## config.mk

```make
export PLATFORM = sky130hd
export DESIGN_NAME = colour_detect
export DESIGN_NICKNAME = d
export VERILOG_FILES = /design/src/rtl/colour_detect.sv
export SDC_FILE = /design/constraint.sdc
export NUM_CORES = 1
export LEC_CHECK = 0
export BUFFER_PORTS_ARGS = -buffer_cell sky130_fd_sc_hd__buf_4
export CAP_MARGIN = 25
export CORE_ASPECT_RATIO = 0.9
export CORE_UTILIZATION = 38
export CTS_CLUSTER_SIZE = 16
export DETAILED_ROUTE_END_ITERATION = 8
export PLACE_DENSITY = 0.55
export SETUP_SLACK_MARGIN = 0.1
export SYNTH_ARGS = -nofsm -noshare
export SYNTH_HDL_FRONTEND = slang
export SYNTH_SLANG_ARGS = --single-unit
export TNS_END_PERCENT = 50
```

## constraint.sdc

```tcl
create_clock -name clk -period 3.1 [get_ports clk]
set_input_delay 0 -clock clk [delete_from_list [all_inputs] [get_ports clk]]
set_output_delay 0 -clock clk [all_outputs]
set_load 0.05 [all_outputs]
```

## src/rtl/colour_detect.sv

```systemverilog
// Purpose: per-frame colour detector; counts pixels whose target channel dominates and flags frames reaching THRESHOLD.
// Latency: colour_flag updates on the clock edge that samples eop (1 clock after the eop pixel).
// Backpressure: none; one pixel per clock from sop to eop inclusive, and pixels outside a frame are ignored.
module colour_detect #(
  parameter int unsigned THRESHOLD = 100,
  parameter int unsigned COLOUR    = 0,
  parameter int unsigned MARGIN    = 2,
  parameter int unsigned MIN_LEVEL = 4
) (
  input  logic        clk,
  input  logic        rst_n,
  input  logic [11:0] pixel,
  input  logic        sop,
  input  logic        eop,
  output logic        colour_flag
);

  typedef enum logic {IDLE, ACTIVE} state_t;

  localparam logic [19:0] CNT_MAX = '1;

  state_t      state;
  logic [19:0] cnt;
  logic [3:0]  tgt;
  logic [3:0]  oth1;
  logic [3:0]  oth2;
  logic        match;
  logic [19:0] cnt_base;
  logic [19:0] cnt_final;
  logic        accept;

  // Route the target channel and the two competing channels; unknown COLOUR values fall back to red.
  always_comb begin
    tgt  = pixel[11:8];
    oth1 = pixel[7:4];
    oth2 = pixel[3:0];
    case (COLOUR)
      1: begin
        tgt  = pixel[7:4];
        oth1 = pixel[11:8];
        oth2 = pixel[3:0];
      end
      2: begin
        tgt  = pixel[3:0];
        oth1 = pixel[11:8];
        oth2 = pixel[7:4];
      end
      default: begin
        tgt  = pixel[11:8];
        oth1 = pixel[7:4];
        oth2 = pixel[3:0];
      end
    endcase
  end

  // Match rule evaluated in 32-bit unsigned so channel + MARGIN can never wrap.
  always_comb begin
    match = (32'(tgt) >= MIN_LEVEL) &&
            (32'(tgt) >  32'(oth1) + MARGIN) &&
            (32'(tgt) >  32'(oth2) + MARGIN);
  end

  // Next count including the current pixel: a sop pixel starts from zero, and the count saturates.
  always_comb begin
    accept    = sop || (state == ACTIVE);
    cnt_base  = sop ? 20'd0 : cnt;
    cnt_final = (cnt_base == CNT_MAX) ? cnt_base : cnt_base + {19'd0, match};
  end

  // Frame FSM with registered count and flag; the flag only moves on an accepted eop.
  always_ff @(posedge clk or negedge rst_n) begin
    if (!rst_n) begin
      state       <= IDLE;
      cnt         <= 20'd0;
      colour_flag <= 1'b0;
    end else if (accept) begin
      cnt <= cnt_final;
      if (eop) begin
        colour_flag <= (32'(cnt_final) >= THRESHOLD);
        state       <= IDLE;
      end else begin
        state <= ACTIVE;
      end
    end
  end

endmodule

```

==> results.yml <==
clock_tree:
  clkSinkCount: 22
  cts_root_buf: "clkbuf_8"
  cts_made_buffers: 3
  clk_pin_slew_ns: 0.08
  cts_max_level: 1
  clockBufferDepth: 2
  clk_latency_ns: 0.26
  cts_tree: "done"
global_route:
  antenna_found_initial: 0
  grt_usage_pct: 18.1
  grt_pass1_wl_mm: 8.05
  grt.overflow.total: 0
  grt_pass1_vias: 1671
  grt_max_degree: 45
power_and_ir_drop:
  power_frac_seq_pct: 50.7
  p_per_area_nw_per_um2: 260
  peakVddDrop_mv: 0.191
  pwr-share-clk_pct: 29.8
  p_leak_uw: 0.00100
  power.internal_uw: 438
  p_comb_share_pct: 19.5
  sw_frac_of_total_pct: 28.2
  power.switching_uw: 172
timing:
  rsz0062_at_grt: "true"
  worst-slew-pin-transition_ns: 0.748
  fin_crit_sh_pct: 92.2
  clock.fmax_mhz: 350
  worst_slack_ns: 0.241
  period_needed_ns: 2.86
  slew_violations: 0
  relSlewSlack_pct: 50.1
  setup_viol: 0
  hold_viol: 0
  finalClockSkew_ns: 0.00211
floorplanning:
  dieHeight_um: 70.5
  die_x_um: 78.1
  ios: 17
  start_util_pct: 40.2
  fp.coreArea_um2: 4920
  rows: 24
  dieArea_um2: 5510
place:
  globalplace.congestion: 0.736
  port-buffer-count: 16
  dp_hpwl_mm: 3.30
  place_ws_ns: -0.207
  place_inst: 310
layout:
  n_antenna_cell: 0
  area_growth_pct: 18.4
  drive_above_1_share_pct: 25.0
  nets: 282
  fin_cells: 317
  final_core_util_pct: 47.7
  fillerInstances: 501
synthesis:
  syn_inst: 230
  synth_ff_type: "dfrtp_1"
  synthTopCellsByCount: "nor2_1, dfrtp_1, nand4_1, o21ai_0"
  synth.most_common_cell: "nor2_1"
  ys_seq_elements: 22
  synth_top_cell_area_share_pct: 27.8
  syn_avg_cell_area_um2: 8.62
  synth_edf_count: 0
  synth_nets: 258
  ys.warnings.count: 0
  async_flop_share_pct: 100
  yosys-top-cells-area: "dfrtp_1, ha_1, nor2_1"
  yosysSeqAreaShare_pct: 27.8
  ys_types: 57
  synth_area_leader_cell: "dfrtp_1"
  syn_area_um2: 1980
route:
  post_drt_via_cell_ratio: 5.52
  wl_mm: 4.67
  drt_iter0_markers: 104
  drt_pre_antenna_iters: 4
  ant_nets: 0
  num_vias: 1749
  wl_per_cell_um: 14.7
  drc: 0
setup_path:
  critPathArrivalTime_ns: 3.01
  path_class: "input pin to register"
  critical_path_required_ns: 3.25
  cp-end-kind: "register"
  critPathLaunchType: "input pin"
  critPathMaxFanout: 5
hold_path:
  hold_path_class: "input pin to register"
run_status:
  outcome: "complete, no violations"
flow_run:
  max_cap_violations: 0
[critical path: stages]
cell       delay [ns]
buf_4            0.11
ha_2             0.17
xnor2_1          0.12
ha_1             0.32
nand4_1          0.08
nand3_1          0.08
nor4_2           0.28
ha_2             0.24
ha_4             0.14
nand4_1          0.14
or2_4            0.30
a21oi_2          0.14
a311oi_1         0.10
a41oi_1          0.28
o2111ai_2        0.16
o32a_1           0.34
[area by class of cell]
class / instances / area (µm²) / area share [%]
multi-input combinational: 187 / 1400 / 59.6
inverter: 8 / 30.0 / 1.28
timing repair buffer: 32 / 245 / 10.4
clock buffer: 3 / 41.3 / 1.76
tap: 65 / 81.3 / 3.46
sequential: 22 / 551 / 23.5
[what timing repair did]
item                                   4_1_cts  5_1_grt
setup buffers                                1        1
hold buffers                                 2        0
pin swaps                                    2       13
resized for setup                            2       16
endpoints found under the hold margin       23        0
setup endpoints to repair                    1        9
[layer usage]
layer	vias to the layer above	GRT usage, %	share of wire, %
li1	882	-	-
met1	845	25.5	50
met2	20	29.9	47
met3	2	3.14	2.4
met4	0	1.85	0.28
met5	-	0	0
[through the flow]
stage,area (µm²),hold WS (ns),power (µW),setup TNS [ns]
after floorplan,1990,-0.296,376,0
after global placement,2180,-0.0817,421,-0.223
after detailed placement,2180,-0.0813,421,-0.250
after CTS,2260,0.156,612,0
after global routing,2350,0.184,645,0
final,2350,0.151,610,0
[cell usage in the layout (no fill, tap or decap), drive strengths merged, types with 5 or more instances in the layout]
cell / n
nand4: 14
nor2: 25
nand2b: 6
nand2: 15
nor3: 6
nand4b: 5
nand3: 10
ha: 12
a21oi: 13
xnor2: 8
inv: 8
o21ai: 13
nor2b: 10
dfrtp: 22
xor2: 5
buf: 30
[sequential cells by signal (all words and copies together) (netlist names)]
register / cells
state: 1
cnt: 20
colour_flag: 1
[power groups by stage]
stage | clock (µW) | sequential [µW] | combinational [µW]
after floorplan | 0 | 311 | 64.8
after global placement | 0 | 315 | 106
after detailed placement | 0 | 314 | 107
after CTS | 194 | 309 | 110
after global routing | 199 | 310 | 135
final | 182 | 309 | 119
[cells by family after synthesis]
group	synth area share, %
buf+inv	6.19
simple gates	33.7
compound gates	15.8
fa+ha+maj	7.58
xor+xnor	5.74
flops	27.8
mux	3.22
[path summary, 6_finish.rpt]
check / to / depth (start not counted) / from / slack (ns)
setup / recovery: colour_flag$_DFFE_PN0P_ / 16 / pixel[5] / 0.24
min in group asynchronous: cnt[19]$_DFFE_PN0N_ / 2 / rst_n / 0.17
hold / removal: cnt[15]$_DFFE_PN0N_ / 2 / sop / 0.15
max in group asynchronous: cnt[7]$_DFFE_PN0N_ / 2 / rst_n / 2.70
hold reg to reg: colour_flag$_DFFE_PN0P_ / 1 / colour_flag$_DFFE_PN0P_ / 0.56
setup reg to reg: colour_flag$_DFFE_PN0P_ / 7 / cnt[11]$_DFFE_PN0N_ / 0.46
Note: power is estimated with default switching activity, not from simulation.
